### config.mk
export PLATFORM = sky130hd
export DESIGN_NAME = muldiv_ctrl
export DESIGN_NICKNAME = d
export VERILOG_FILES = /design/src/rtl/muldiv_ctrl.sv
export SDC_FILE = /design/constraint.sdc
export NUM_CORES = 1
export LEC_CHECK = 0
export CAP_MARGIN = 40
export CORE_UTILIZATION = 42
export DETAILED_ROUTE_END_ITERATION = 6
export PLACE_DENSITY = 0.91
export SLEW_MARGIN = 0
export SYNTH_ARGS = -nofsm -noshare
export SYNTH_HDL_FRONTEND = slang
export SYNTH_SLANG_ARGS = --single-unit
### constraint.sdc
create_clock -name clk -period 5.5 [get_ports clk]
set_input_delay 1.65 -clock clk [delete_from_list [all_inputs] [get_ports clk]]
set_output_delay 1.65 -clock clk [all_outputs]
set_load 0.02 [all_outputs]
### src/rtl/muldiv_ctrl.sv
// Sequencing controller for the shared HI/LO multiply/divide resources in EX:
// issues one op to the multiplier or divider, stalls EX, and holds the result.
module muldiv_ctrl #(
  parameter int MULT_LAT = 9,
  parameter int CNT_W    = 4
) (
  input  logic        clk,
  input  logic        rst,
  input  logic        op_valid,
  input  logic        op_is_div,
  input  logic        op_sign,
  input  logic        flush,
  input  logic        stall_next,
  output logic        mult_ce,
  output logic        mult_sign,
  output logic        mult_sclr,
  input  logic [63:0] mult_p,
  output logic        div_opn_valid,
  output logic        div_sign,
  output logic        div_rst,
  input  logic        div_res_valid,
  output logic        div_res_ready,
  input  logic [63:0] div_result,
  output logic [63:0] result,
  output logic        result_valid,
  output logic        stall_e,
  output logic        busy
);

  typedef enum logic [1:0] {S_IDLE, S_MULT, S_DIV, S_DONE} state_t;

  localparam logic [CNT_W-1:0] LAT = CNT_W'(MULT_LAT);

  state_t           state_q, state_d;
  logic [CNT_W-1:0] mult_cnt_q, mult_cnt_d;
  logic [63:0]      result_q, result_d;
  logic             sign_q, sign_d;
  logic             abort;

  // Reset and flush both clear the arithmetic units and cancel the op.
  assign abort = rst | flush;

  // NOTE: sequential state uses non-blocking assignments only, and the reset
  // here is synchronous, so it lives inside the clocked branch.
  always_ff @(posedge clk) begin
    if (rst) begin
      state_q    <= S_IDLE;
      mult_cnt_q <= '0;
      result_q   <= '0;
      sign_q     <= 1'b0;
    end else begin
      state_q    <= state_d;
      mult_cnt_q <= mult_cnt_d;
      result_q   <= result_d;
      sign_q     <= sign_d;
    end
  end

  // NOTE: every output of this block gets a default first so no latch is
  // inferred on paths where a case arm does not assign it.
  always_comb begin
    state_d       = state_q;
    mult_cnt_d    = mult_cnt_q;
    result_d      = result_q;
    sign_d        = sign_q;
    mult_ce       = 1'b0;
    div_opn_valid = 1'b0;
    div_res_ready = 1'b0;
    stall_e       = 1'b0;
    result_valid  = 1'b0;

    unique case (state_q)
      S_IDLE: begin
        if (op_valid) begin
          stall_e    = 1'b1;
          sign_d     = op_sign;
          mult_cnt_d = '0;
          state_d    = op_is_div ? S_DIV : S_MULT;
        end
      end
      S_MULT: begin
        stall_e = 1'b1;
        if (mult_cnt_q < LAT) begin
          mult_ce    = 1'b1;
          mult_cnt_d = mult_cnt_q + CNT_W'(1);
        end else begin
          result_d = mult_p;
          state_d  = S_DONE;
        end
      end
      S_DIV: begin
        stall_e       = 1'b1;
        div_opn_valid = 1'b1;
        if (div_res_valid) begin
          div_res_ready = 1'b1;
          result_d      = div_result;
          state_d       = S_DONE;
        end
      end
      S_DONE: begin
        result_valid = 1'b1;
        if (!stall_next) state_d = S_IDLE;
      end
      default: state_d = S_IDLE;
    endcase

    // Abort outranks every completion event: nothing is captured or issued.
    if (abort) begin
      state_d       = S_IDLE;
      mult_cnt_d    = '0;
      result_d      = result_q;
      sign_d        = sign_q;
      mult_ce       = 1'b0;
      div_opn_valid = 1'b0;
      div_res_ready = 1'b0;
      stall_e       = 1'b0;
      result_valid  = 1'b0;
    end
  end

  assign mult_sclr = abort;
  assign div_rst   = abort;
  assign mult_sign = sign_q;
  assign div_sign  = sign_q;
  assign result    = result_q;
  assign busy      = (state_q != S_IDLE);

endmodule

# Word level (Yosys, flattened, before mapping)

Index checks and enable logic that the tools add are counted.

Latch bits: 0
RAM bits: 0
Logic and storage cells: 51
Register bits after elaboration: 71
Memory bits (read-only): 0
Input port bits: 136
Output and inout port bits: 74
Memories: 0

Equality and inequality tests: 8
Bitwise logic cells: 2
Divide/modulo/power cells: 0
Order comparisons: 1
Shifts and indexed selects: 0
Reductions and logical operators: 10
Mux-type cells: 25
Add/subtract/negate cells: 1
Multipliers: 0

Operators by type and width:

| kind                                           | count |
|---|---|
| 2-to-1 mux 64 bit                              | 2 |
| case mux 64 bit (2 select lines)               | 1 |
| 2-to-1 mux 1 bit                               | 12 |
| 2-to-1 mux 2 bit                               | 5 |
| != test 2 bit (second input constant)          | 5 |
| 2-to-1 mux 4 bit                               | 2 |
| case mux 2 bit (4 select lines)                | 1 |
| case mux 4 bit (2 select lines)                | 1 |
| AND reduction 4 bit                            | 2 |
| AND reduction 3 bit                            | 2 |
| nonzero test 2 bit                             | 3 |
| adder 4 x 1 -> 4 bit (second input constant)   | 1 |
| == test 2 bit (second input constant)          | 2 |
| < comparator 4 bit (second input constant)     | 1 |
| OR reduction 2 bit                             | 2 |
| == test 2 x 1 -> 1 bit (second input constant) | 1 |
| logical NOT 2 bit                              | 1 |
| case mux 1 bit (2 select lines)                | 1 |
| inverter 1 bit                                 | 1 |
| bitwise OR 1 bit                               | 1 |

# Logic depth before layout (Yosys ltp)

Depth after elaboration: 4
Depth in mapped cells: 9
Gate-level depth less buffers: 6

# Least setup slack after synthesis

No wires, ideal clock.

Kind: input port to output port
From: in flush
To: out stall_e
Arrival time: 2,517 ps
Stages on the path: 3
Required time: 3,850 ps
Slack: 1,333 ps
Path buffers: 0
Cells stage by stage: nor2_4 inv_2 a211oi_1

Longest elaborated chain between the ends: 2

Ends and longest elaborated chain:

| what               | line | RTL |
|---|---|---|
| start: declaration | 12   | `input logic flush,` |
| bitwise OR 1 bit   | 41   | `assign abort = rst \| flush;` |
| via div_rst        | 20   | `output logic div_rst,` |
| 2-to-1 mux 1 bit   | 108  | `if (abort) begin` |
| end: declaration   | 26   | `output logic stall_e,` |

The timed path passes the listed nets, and every way through them passes these cells.

# Worst setup path after layout

From: in flush
To: out stall_e

Longest elaborated chain between the ends: 2

Ends and longest elaborated chain:

| what             | line |
|---|---|
| bitwise OR 1 bit | 41 |
| 2-to-1 mux 1 bit | 108 |

No other way between the ends.

==> out/results.ini <==
[critical_path]
worst_path_max_delay_cell = sky130_fd_sc_hd__clkdlybuf4s50_1
critPathArrivalTime_ns = 3.39
critPathCapture = stall_e
setup.worst_path.start_class = primary input
cells_along_the_critical_path = clkdlybuf4s50_1, nor2_4, inv_2, a211oi_1, clkdlybuf4s50_1
crit_fanout = 10
end_kind = primary output
reg2reg_setup_slack_ns = 2.66
logic_depth_of_the_worst_register_to_register_path = 8
timing_worst_setup_path_type = in2out
worst_setup_path_startpoint = flush
rr_endpoint = result[18]$_SDFFE_PP0P_
worst_r2r_startpoint = state_q[0]$_SDFFE_PP0P_
worst_ep_required_time_ns = 3.85
cp_slowest_stage_delay_ns = 0.65
crit_path_frequent_cell = sky130_fd_sc_hd__clkdlybuf4s50_1

[synth]
synth-async-reset-ratio_pct = 0
synthesis.yosys.warnings = 0
mean_cell_area_of_the_mapped_netlist_um2 = 10.33
ys.flop_type = sky130_fd_sc_hd__dfxtp_1
synth-edff-count = 0
syn_nets = 502
synthCells = 359
synth-seq-area-share_pct = 38.33
synth_area_mm2 = 0.003709
postSynthRegisterBits = 71
yosys.cell_types.count = 32

[sta]
totalNegativeSetupSlack_ns = 0
fin_hold_ws_ns = 0.5222
final_cycle_utilization_of_the_critical_path_pct = 91.55
grt_setup_unrepaired = false
maxSlewHeadroom_pct = 38.92
final.min_clock_period_ns = 5.035
finalHoldViolations = 0
timing_max_transition_violations_final = 0
finalClockSkew_ns = 0.006732
worst_pin_slew_ns = 0.9162
finalSetupViolations = 0
max_frequency_mhz = 198.6

[clock_tree]
postCtsHoldBufs = 0
cts.sink_count = 71
clk_path_buf_depth = 2
h-tree-depth = 3
clk_pin_slew_ns = 0.07
cts_inserted_buffers = 9
clock_tree.root_cell = sky130_fd_sc_hd__clkbuf_8
postCtsResizedCells = 0
clock_insertion_delay_at_the_later_pin_of_the_skew_report_ns = 0.33
cts_post_setup_buffers_inserted = 0
tritoncts = yes

[floorplan]
die_footprint_mm2 = 0.009209
io_pins = 210
horizontal_extent_of_the_die_um = 95.97
placement_rows = 33
starting_utilization_of_the_core_area_pct = 44.25
core_mm2 = 0.008382
die_height_um = 95.97

[power_and_ir_drop]
power_w = 0.001363
vdd.ir_drop.worst_mv = 0.1348
power-per-cell-area_mw_per_mm2 = 228.5
cellLeakagePower_nw = 1.929

[route]
dr_total_vias = 3532
ant_nets = 0
route.detailed.drc = 0
detailedRoute.firstPassIterationCount = 7
average_vias_per_placed_instance = 5.384
drt_wl_total_mm = 11.24
post_drt_wl_per_cell_um = 17.14
first_iter_violations = 62

[placed_design]
place.gp.congestion = 0.8016
dp.final_hpwl_mm = 8.223
placed_inst_area_mm2 = 0.005777
port-buffer-count = 209

[layout]
final_cell_mix = sky130_fd_sc_hd__clkdlybuf4s50_1 (208), sky130_fd_sc_hd__dfxtp_1 (71), sky130_fd_sc_hd__mux2i_1 (66), sky130_fd_sc_hd__a21oi_1 (66), sky130_fd_sc_hd__a211oi_2 (40)
area.growth.synth_to_final_pct = 60.90
layout.filler_cells = 648
layout-drive-gt1-share_pct = 12.16
design.final.nets = 689
most_common_library_cell_in_the_layout_ignoring_fill_and_taps = sky130_fd_sc_hd__clkdlybuf4s50_1
finish.instance_area_mm2 = 0.005967
num_antenna_cells = 0

[global_route]
track_usage_pct = 24.19
grt_pass1_vias = 3612
total_congestion_overflow_after_global_routing = 0
pin_count_of_the_biggest_net_entering_global_routing = 67
first_pass_grt_wire_length_mm = 17.02
antenna_found_initial = 0

[min_path]
min-delay-path-class = reg2reg

[job]
drv_cap = 0

[outcome]
status = finished clean

==> through the flow <==
stage          cells  setup slack (ns)  utilization, %
5_1_grt          656            0.3717           71.19
2_1_floorplan    359             1.333               -
3_3_place_gp     639            0.5325           68.68
3_5_place_dp     640            0.4699           68.92
6_report         656            0.4647           71.19
4_1_cts          656            0.4748           71.19
==> worst min-delay path by stage <==
stage | endpoint | startpoint | cells past startpoint
detailed placement | state_q[0]$_SDFFE_PP0P_ | state_q[0]$_SDFFE_PP0P_ | 2
global placement | div_sign$_SDFFE_PP0P_ | div_sign$_SDFFE_PP0P_ | 2
floorplan | state_q[0]$_SDFFE_PP0P_ | state_q[0]$_SDFFE_PP0P_ | 2
CTS | result[30]$_SDFFE_PP0P_ | result[30]$_SDFFE_PP0P_ | 2
global route | state_q[0]$_SDFFE_PP0P_ | state_q[0]$_SDFFE_PP0P_ | 2
finish | result[30]$_SDFFE_PP0P_ | result[30]$_SDFFE_PP0P_ | 2
==> metal layers <==
| metal | track usage, % | up-vias | wire length [um] | share of wire, % |
|---|---|---|---|---|
| li1 | - | 1718 | - | - |
| met1 | 24.90 | 1661 | 4159 | 37 |
| met2 | 46.19 | 137 | 6063 | 54 |
| met3 | 6.319 | 16 | 866 | 7.7 |
| met4 | 9.577 | 0 | 154 | 1.4 |
| met5 | 0 | - | 0 | 0 |
==> worst max-delay path: cells and delay by family <==
kind | cells | cell delay, ns
AOI/OAI and AO/OA | 1 | 0.25
and+or+nand+nor | 1 | 0.23
buffers and inverters | 3 | 1.26
==> flip-flops by register name, indices dropped and copies added, names as in the netlist <==
| register | cells |
|---|---|
| mult_cnt_q | 4 |
| div_sign | 1 |
| result | 64 |
| state_q | 2 |
==> synth_stat cells, types with 2 or more instances <==
master,instances,area (um^2)
sky130_fd_sc_hd__inv_1,9,33.78
sky130_fd_sc_hd__mux2i_1,66,660.6
sky130_fd_sc_hd__a211oi_1,26,195.2
sky130_fd_sc_hd__and2_1,3,18.77
sky130_fd_sc_hd__buf_6,9,101.4
sky130_fd_sc_hd__nand2_1,6,22.52
sky130_fd_sc_hd__clkbuf_1,8,30.03
sky130_fd_sc_hd__and3_1,2,12.51
sky130_fd_sc_hd__nor2_1,5,18.77
sky130_fd_sc_hd__o211ai_1,2,15.01
sky130_fd_sc_hd__buf_4,5,37.54
sky130_fd_sc_hd__nor2b_1,2,12.51
sky130_fd_sc_hd__ha_1,7,87.58
sky130_fd_sc_hd__a211oi_2,40,500.5
sky130_fd_sc_hd__buf_2,16,80.08
sky130_fd_sc_hd__nand3_1,2,10.01
sky130_fd_sc_hd__dfxtp_1,71,1421
sky130_fd_sc_hd__a21oi_1,66,330.3
==> report_power, final <==
| group | internal (W) | total [W] | switching (W) |
|---|---|---|---|
| Clock | 0.000220 | 0.000407 | 0.000187 |
| Sequential | 0.000540 | 0.000554 | 0.0000143 |
| Combinational | 0.000206 | 0.000402 | 0.000196 |
==> cell type report <==
cell class	instances	area (um^2)	area share, %
Tap cell	105	131.4	2.202
Multi-Input combinational cell	239	2029	34.01
Sequential cell	71	1421	23.82
Clock inverter	4	45.04	0.7549
Timing Repair Buffer	215	2157	36.15
Inverter	10	37.54	0.6291
Clock buffer	12	145.1	2.432
==> cells by family after synthesis <==
group / Yosys count / share of synthesized area (%)
AO/OA/AOI/OAI: 140 / 29.72
flip-flops: 71 / 38.33
multiplexers: 67 / 18.12
buffers and inverters: 49 / 7.827
AND/OR/NAND/NOR: 25 / 3.644
adder cells (fa/ha/maj): 7 / 2.362
(Power assumes the default switching activity.)
